<file path="src/rtl/lcd_pkg.sv">
// Shared constants, state encodings and helpers for the HD44780 custom-instruction controller.
package lcd_pkg;

  localparam logic [31:0] OP_INIT        = 32'd0;
  localparam logic [31:0] OP_WRITE       = 32'd1;
  localparam logic [31:0] RESULT_INIT    = 32'd1;
  localparam logic [31:0] RESULT_ILLEGAL = 32'hFFFF_FFFF;

  localparam logic [7:0] CMD_CLEAR      = 8'h01;
  localparam logic [7:0] CMD_HOME       = 8'h02;
  localparam logic [7:0] CMD_HOME_ALT   = 8'h03;
  localparam logic [7:0] CMD_ENTRY_MODE = 8'h06;
  localparam logic [7:0] CMD_DISPLAY_ON = 8'h0C;
  localparam logic [7:0] CMD_FUNC_4BIT  = 8'h28;
  localparam logic [7:0] CMD_FUNC_8BIT  = 8'h38;
  // Bus value of the lone 0x2 nibble that switches the panel into 4-bit mode
  localparam logic [7:0] NIBBLE_ENTER_4BIT = 8'h20;

  typedef enum logic [2:0] {X_IDLE, X_SETUP, X_PULSE, X_HOLD, X_WAIT} xfer_state_t;
  typedef enum logic {C_IDLE, C_BUSY} ctrl_state_t;

  function automatic logic [7:0] init_cmd(input logic [1:0] idx, input logic four_bit);
    case (idx)
      2'd0:    init_cmd = four_bit ? CMD_FUNC_4BIT : CMD_FUNC_8BIT;
      2'd1:    init_cmd = CMD_DISPLAY_ON;
      2'd2:    init_cmd = CMD_ENTRY_MODE;
      default: init_cmd = CMD_CLEAR;
    endcase
  endfunction

  function automatic logic is_long_cmd(input logic rs, input logic [7:0] b);
    return !rs && (b == CMD_CLEAR || b == CMD_HOME || b == CMD_HOME_ALT);
  endfunction

endpackage

</file>
<file path="src/rtl/lcd_bus_xfer.sv">
// One LCD bus transfer: SETUP -> PULSE (enable high) -> HOLD -> optional WAIT.
module lcd_bus_xfer
  import lcd_pkg::*;
#(
  parameter int unsigned CNT_W   = 17,
  parameter int unsigned T_SETUP = 2,
  parameter int unsigned T_PW    = 25
) (
  input  logic             clk,
  input  logic             reset,
  input  logic             clk_en,
  input  logic             go,
  input  logic             rs,
  input  logic [7:0]       data,
  input  logic [CNT_W-1:0] wait_len,
  output logic             busy,
  output logic             finished,
  output logic             lcd_rs,
  output logic             lcd_enable,
  output logic [7:0]       lcd_data
);

  localparam int unsigned SETUP_N = (T_SETUP == 0) ? 1 : T_SETUP;
  localparam int unsigned PW_N    = (T_PW == 0) ? 1 : T_PW;
  localparam logic [CNT_W-1:0] SETUP_LEN = CNT_W'(SETUP_N);
  localparam logic [CNT_W-1:0] PW_LEN    = CNT_W'(PW_N);
  localparam logic [CNT_W-1:0] ONE       = CNT_W'(1);

  xfer_state_t      state;
  logic [CNT_W-1:0] cnt;
  logic [CNT_W-1:0] wait_q;

  assign busy = (state != X_IDLE);

  // Last cycle of a transfer; a zero wait length ends the transfer in HOLD.
  always_comb begin
    finished = 1'b0;
    if (state == X_WAIT && cnt == ONE)     finished = 1'b1;
    if (state == X_HOLD && wait_q == '0)   finished = 1'b1;
  end

  always_ff @(posedge clk or negedge reset) begin
    if (!reset) begin
      state      <= X_IDLE;
      cnt        <= '0;
      wait_q     <= '0;
      lcd_rs     <= 1'b0;
      lcd_enable <= 1'b0;
      lcd_data   <= '0;
    end else if (clk_en) begin
      unique case (state)
        X_SETUP: begin
          if (cnt == ONE) begin
            state      <= X_PULSE;
            cnt        <= PW_LEN;
            lcd_enable <= 1'b1;
          end else begin
            cnt <= cnt - ONE;
          end
        end
        X_PULSE: begin
          if (cnt == ONE) begin
            state      <= X_HOLD;
            cnt        <= '0;
            lcd_enable <= 1'b0;
          end else begin
            cnt <= cnt - ONE;
          end
        end
        X_HOLD: begin
          if (wait_q != '0) begin
            state <= X_WAIT;
            cnt   <= wait_q;
          end
        end
        X_WAIT:  cnt <= cnt - ONE;
        default: ;
      endcase
      // A new go on the final cycle chains straight into the next SETUP.
      if (state == X_IDLE || finished) begin
        if (go) begin
          state    <= X_SETUP;
          cnt      <= SETUP_LEN;
          wait_q   <= wait_len;
          lcd_rs   <= rs;
          lcd_data <= data;
        end else if (finished) begin
          state <= X_IDLE;
          cnt   <= '0;
        end
      end
    end
  end

endmodule

</file>
<file path="src/rtl/lcd_controller.sv">
// Nios II custom instruction driving an HD44780 panel: INIT sequence and single-byte WRITE.
module lcd_controller
  import lcd_pkg::*;
#(
  parameter int unsigned BUS_WIDTH = 8,
  parameter int unsigned T_SETUP   = 2,
  parameter int unsigned T_PW      = 25,
  parameter int unsigned T_CMD     = 2500,
  parameter int unsigned T_LONG    = 100000
) (
  input  logic        clk,
  input  logic        reset,
  input  logic        clk_en,
  input  logic        start,
  input  logic [31:0] dataa,
  input  logic [31:0] datab,
  output logic        done,
  output logic [31:0] result,
  output logic        lcd_rs,
  output logic        lcd_rw,
  output logic        lcd_enable,
  output logic [7:0]  lcd_data
);

  localparam bit          FOUR_BIT = (BUS_WIDTH == 4);
  localparam int unsigned CMD_N    = (T_CMD == 0) ? 1 : T_CMD;
  localparam int unsigned LONG_N   = (T_LONG == 0) ? 1 : T_LONG;
  localparam int unsigned MAX_N    = (CMD_N > LONG_N) ? CMD_N : LONG_N;
  localparam int unsigned CNT_W    = ($clog2(MAX_N + 1) > 17) ? $clog2(MAX_N + 1) : 17;
  localparam logic [CNT_W-1:0] CMD_LEN  = CNT_W'(CMD_N);
  localparam logic [CNT_W-1:0] LONG_LEN = CNT_W'(LONG_N);

  ctrl_state_t      cstate;
  logic [3:0]       step;
  logic [3:0]       n_items;
  logic             op_init;
  logic             wr_rs;
  logic [7:0]       wr_byte;
  logic [2:0]       k;
  logic             hi;
  logic [7:0]       cur_byte;
  logic             item_rs;
  logic [7:0]       item_data;
  logic [CNT_W-1:0] item_wait;
  logic             go;
  logic             xfer_busy;
  logic             xfer_finished;
  logic             xfer_ready;
  logic             unused_dataa;

  assign unused_dataa = ^dataa[31:9];
  assign lcd_rw       = 1'b0;

  // Step indexes bus transfers; in 4-bit INIT step 0 is the lone mode-entry nibble.
  always_comb begin
    n_items   = op_init ? (FOUR_BIT ? 4'd9 : 4'd4) : (FOUR_BIT ? 4'd2 : 4'd1);
    k         = op_init ? 3'(step - 4'd1) : step[2:0];
    hi        = ~k[0];
    cur_byte  = wr_byte;
    if (op_init) cur_byte = FOUR_BIT ? init_cmd(k[2:1], 1'b1) : init_cmd(step[1:0], 1'b0);
    item_rs   = op_init ? 1'b0 : wr_rs;
    item_wait = is_long_cmd(item_rs, cur_byte) ? LONG_LEN : CMD_LEN;
    item_data = cur_byte;
    if (FOUR_BIT) begin
      if (op_init && step == 4'd0) begin
        item_data = NIBBLE_ENTER_4BIT;
        item_wait = CMD_LEN;
      end else if (hi) begin
        item_data = {cur_byte[7:4], 4'h0};
        item_wait = '0;
      end else begin
        item_data = {cur_byte[3:0], 4'h0};
      end
    end
  end

  assign xfer_ready = !xfer_busy || xfer_finished;
  assign go         = (cstate == C_BUSY) && xfer_ready && (step < n_items);

  always_ff @(posedge clk or negedge reset) begin
    if (!reset) begin
      cstate  <= C_IDLE;
      step    <= '0;
      op_init <= 1'b0;
      wr_rs   <= 1'b0;
      wr_byte <= '0;
      done    <= 1'b0;
      result  <= '0;
    end else if (clk_en) begin
      done <= 1'b0;
      unique case (cstate)
        C_IDLE: begin
          if (start && !done) begin
            if (datab == OP_INIT || datab == OP_WRITE) begin
              cstate  <= C_BUSY;
              step    <= '0;
              op_init <= (datab == OP_INIT);
              wr_rs   <= dataa[8];
              wr_byte <= dataa[7:0];
            end else begin
              done   <= 1'b1;
              result <= RESULT_ILLEGAL;
            end
          end
        end
        C_BUSY: begin
          if (go) begin
            step <= step + 4'd1;
          end else if (xfer_finished) begin
            cstate <= C_IDLE;
            done   <= 1'b1;
            result <= op_init ? RESULT_INIT : {23'd0, wr_rs, wr_byte};
          end
        end
        default: cstate <= C_IDLE;
      endcase
    end
  end

  lcd_bus_xfer #(
    .CNT_W  (CNT_W),
    .T_SETUP(T_SETUP),
    .T_PW   (T_PW)
  ) u_xfer (
    .clk       (clk),
    .reset     (reset),
    .clk_en    (clk_en),
    .go        (go),
    .rs        (item_rs),
    .data      (item_data),
    .wait_len  (item_wait),
    .busy      (xfer_busy),
    .finished  (xfer_finished),
    .lcd_rs    (lcd_rs),
    .lcd_enable(lcd_enable),
    .lcd_data  (lcd_data)
  );

endmodule

</file>
<file path="config.mk">
export PLATFORM = sky130hd
export DESIGN_NAME = lcd_controller
export DESIGN_NICKNAME = d
export VERILOG_FILES = /design/src/rtl/lcd_pkg.sv /design/src/rtl/lcd_bus_xfer.sv /design/src/rtl/lcd_controller.sv
export SDC_FILE = /design/constraint.sdc
export NUM_CORES = 1
export LEC_CHECK = 0
export ABC_CLOCK_PERIOD_IN_PS = 3250
export CAP_MARGIN = 20
export CORE_MARGIN = 1
export CORE_UTILIZATION = 50
export CTS_CLUSTER_DIAMETER = 80
export DETAILED_ROUTE_END_ITERATION = 7
export DONT_BUFFER_PORTS = 1
export PLACE_DENSITY = 0.69
export SLEW_MARGIN = 40
export SYNTH_ARGS = -nofsm -noshare
export SYNTH_HDL_FRONTEND = slang
export SYNTH_SLANG_ARGS = --single-unit
</file>
<file path="constraint.sdc">
create_clock -name clk -period 3.25 [get_ports clk]
set_input_delay 0.325 -clock clk [delete_from_list [all_inputs] [get_ports clk]]
set_output_delay 0.325 -clock clk [all_outputs]
set_load 0.01 [all_outputs]
</file>
==> results.json <==
{
  "holdWs_ps": 46.8,
  "grt_pass1_vias": 2979,
  "dpl.hpwl_mm": 6.13,
  "finalInstanceArea_um2": 3840,
  "cp.required_ps": 3470,
  "ys_seq_area_frac": 0.400,
  "power_frac_comb": 0.328,
  "dr.first_iter.drc_count": 152,
  "async_flop_share": 1.00,
  "die_area_um2": 7730,
  "drive_above_1_share": 0.136,
  "layout-area-overhead-vs-synth_pct": 4.00,
  "clkTransAtPathRegs_ps": 80,
  "fmax_ghz": 0.383,
  "gp_congestion": 0.910,
  "vdd_drop_max_uv": 466,
  "hold_class": "in -> reg",
  "netlist_top_cells_area": "dfrtp_1 40%, buf_4 4.7%, mux2_2 4.3%, o21ai_0 3.4%, nand2_1 3.0%",
  "dp_slack_ps": 653,
  "grt.overflow.total": 0,
  "synth_most_common_cell": "dfrtp_1",
  "initial_core_util": 0.531,
  "cts-root-buf": "clkbuf_8",
  "outcome": "complete, no violations",
  "syn_avg_cell_area_um2": 9.22,
  "synthesis.area_um2": 3690,
  "p_switching_uw": 982,
  "intPower_mw": 1.52,
  "grtUsageTotal": 0.245,
  "synth_common_cells": "59 x dfrtp_1, 29 x nand2_1, 28 x nor2_1, 25 x o21ai_0, 23 x buf_4",
  "h-tree-depth": 3,
  "fin_nets": 453,
  "grt_first_pass_wirelength_mm": 14.4,
  "coreArea_um2": 6940,
  "cts.sink_count": 59,
  "drc": 0,
  "setup_viol": 0,
  "drt-pass1-iter-count": 4,
  "finalCriticalPeriod_ps": 2610,
  "start_kind": "flop",
  "end_kind": "flop",
  "max_slew_margin": 0.394,
  "portBuffers": 0,
  "ant_nets": 0,
  "sw_frac_of_total": 0.392,
  "pwr-share-clk": 0.285,
  "io_pins": 112,
  "synth_edf_count": 0,
  "final.period_utilization": 0.804,
  "clk_path_buf_depth": 2,
  "wl_mm": 8.75,
  "setup_ws_ps": 638,
  "p_seq_frac": 0.387,
  "wl_per_cell_um": 18.3,
  "yosys.area.top_type_share": 0.400,
  "slew_violations": 0,
  "synth_fp_nets": 476,
  "p_per_area_nw_per_um2": 653,
  "diodes": 0,
  "vias": 2958,
  "seqCellArea_um2": 1480,
  "place_inst": 460,
  "critical_path_class": "reg -> reg",
  "avgViaCountPerCell": 6.19,
  "ys_types": 65,
  "fp.dieH_um": 87.9,
  "critical_path.max_fanout": 19,
  "synthFlopType": "dfrtp_1",
  "hold_violations": 0,
  "rsz0062_at_grt": "false",
  "post-route-util": 0.553,
  "rows": 30,
  "p_total_mw": 2.50,
  "cts_tree": "yes",
  "dpl_cell_area_um2": 3590,
  "worstPathArrival_ps": 2830,
  "multi_input_area_um2": 1900,
  "clk_latency_ps": 360,
  "fillers": 650,
  "yosysWarnings": 0,
  "antenna_found_initial": 0,
  "drv_cap": 0,
  "yosysTopAreaCell": "dfrtp_1",
  "finalNonFillerCells": 478,
  "tightest_slew_ps": 900,
  "clock_skew_ps": 21.3,
  "p_leak_nw": 1.60,
  "cts_buffers": 9,
  "finalSetupTns_ps": 0,
  "die_x_um": 87.9,
  "ys_ff_latch": 59,
  "syn_inst": 400,
  "grt_max_degree": 60
}
final timing paths:
path                                    to           start  cells past startpoint  slack [ps]
setup reg to reg             u_xfer.cnt[5]  u_xfer.cnt[11]                      6         640
setup / recovery             u_xfer.cnt[5]  u_xfer.cnt[11]                      6         640
hold reg to reg                 wr_byte[3]      wr_byte[3]                      1         500
hold / removal             u_xfer.state[2]          clk_en                      1          50
min in group asynchronous    u_xfer.cnt[4]           reset                      2         500
max in group asynchronous       result[30]           reset                      2        2440
routing by layer:
layer	vias up	wire, um	global-route usage
met5	-	0	0
met4	0	205	0.101
met3	19	503	0.0594
met2	101	4300	0.412
met1	1432	3740	0.302
li1	1406	-	-
layout make-up:
| class | count | area share |
|---|---|---|
| clock buffer | 9 | 0.0323 |
| clock inverter | 7 | 0.0212 |
| inverter | 14 | 0.0137 |
| multi-input combinational | 285 | 0.494 |
| sequential | 59 | 0.386 |
| tap | 96 | 0.0313 |
| timing repair buffer | 8 | 0.0215 |
power groups by stage:
stage          Sequential (mW)  Combinational, mW  Clock [mW]
6_report                 0.970              0.822       0.713
5_1_grt                  0.987              0.915       0.754
4_1_cts                  0.966              0.816       0.731
3_5_place_dp             0.979              0.789           0
3_3_place_gp             0.975              0.765           0
2_1_floorplan            0.929              0.674           0
layout by cell type (no fill, tap or decap), drive strengths merged, types with 3 or more instances in the layout:
cell type	synthesis	layout
mux2i	6	6
o31ai	5	5
clkbuf	6	9
nor3	15	15
mux2	14	14
a22oi	3	3
nand4	6	6
o21ai	29	29
nand2b	6	6
nand3	9	9
o31a	3	3
o22ai	4	4
dfrtp	59	59
and3	3	3
a22o	7	7
a21oi	20	20
a31oi	3	3
ha	8	8
a21o	5	5
o21a	3	3
o211ai	3	3
nor4	17	17
nor2b	12	12
nand2	29	29
inv	14	19
o22a	8	8
or3	5	5
nor2	29	29
buf	36	7
critical path, stage by stage (launching register included):
cell,delay [ps]
dfrtp_1,410
nor4_1,430
nand2_1,310
nor3_2,520
nor2_2,290
o211a_1,180
a2111o_1,340
registers in the layout, indices dropped and copies added, names as in the netlist:
name and cells:
u_xfer.lcd_data 8, result 10, wr_byte 8, u_xfer.lcd_rs 1
step 4, u_xfer.lcd_enable 1, done 1, u_xfer.state 3
op_init 1, wr_rs 1, u_xfer.wait_q 3, u_xfer.cnt 17
cstate 1
repair_timing:
item | in CTS | in global routing
endpoints found under the hold margin | 59 | 0
hold buffers | 2 | 0
buffers inserted | 0 | 0
gates resized for setup | 0 | 0
cell families after synthesis:
logic type,count (synthesis),share of synthesized area
simple gates,143,0.214
compound gates,111,0.206
flops,59,0.400
buf+inv,56,0.0875
mux,20,0.0590
fa+ha+maj,8,0.0271
xor+xnor,2,0.00475
other cells,1,0.00102
Power figures use the tool's default switching activity.
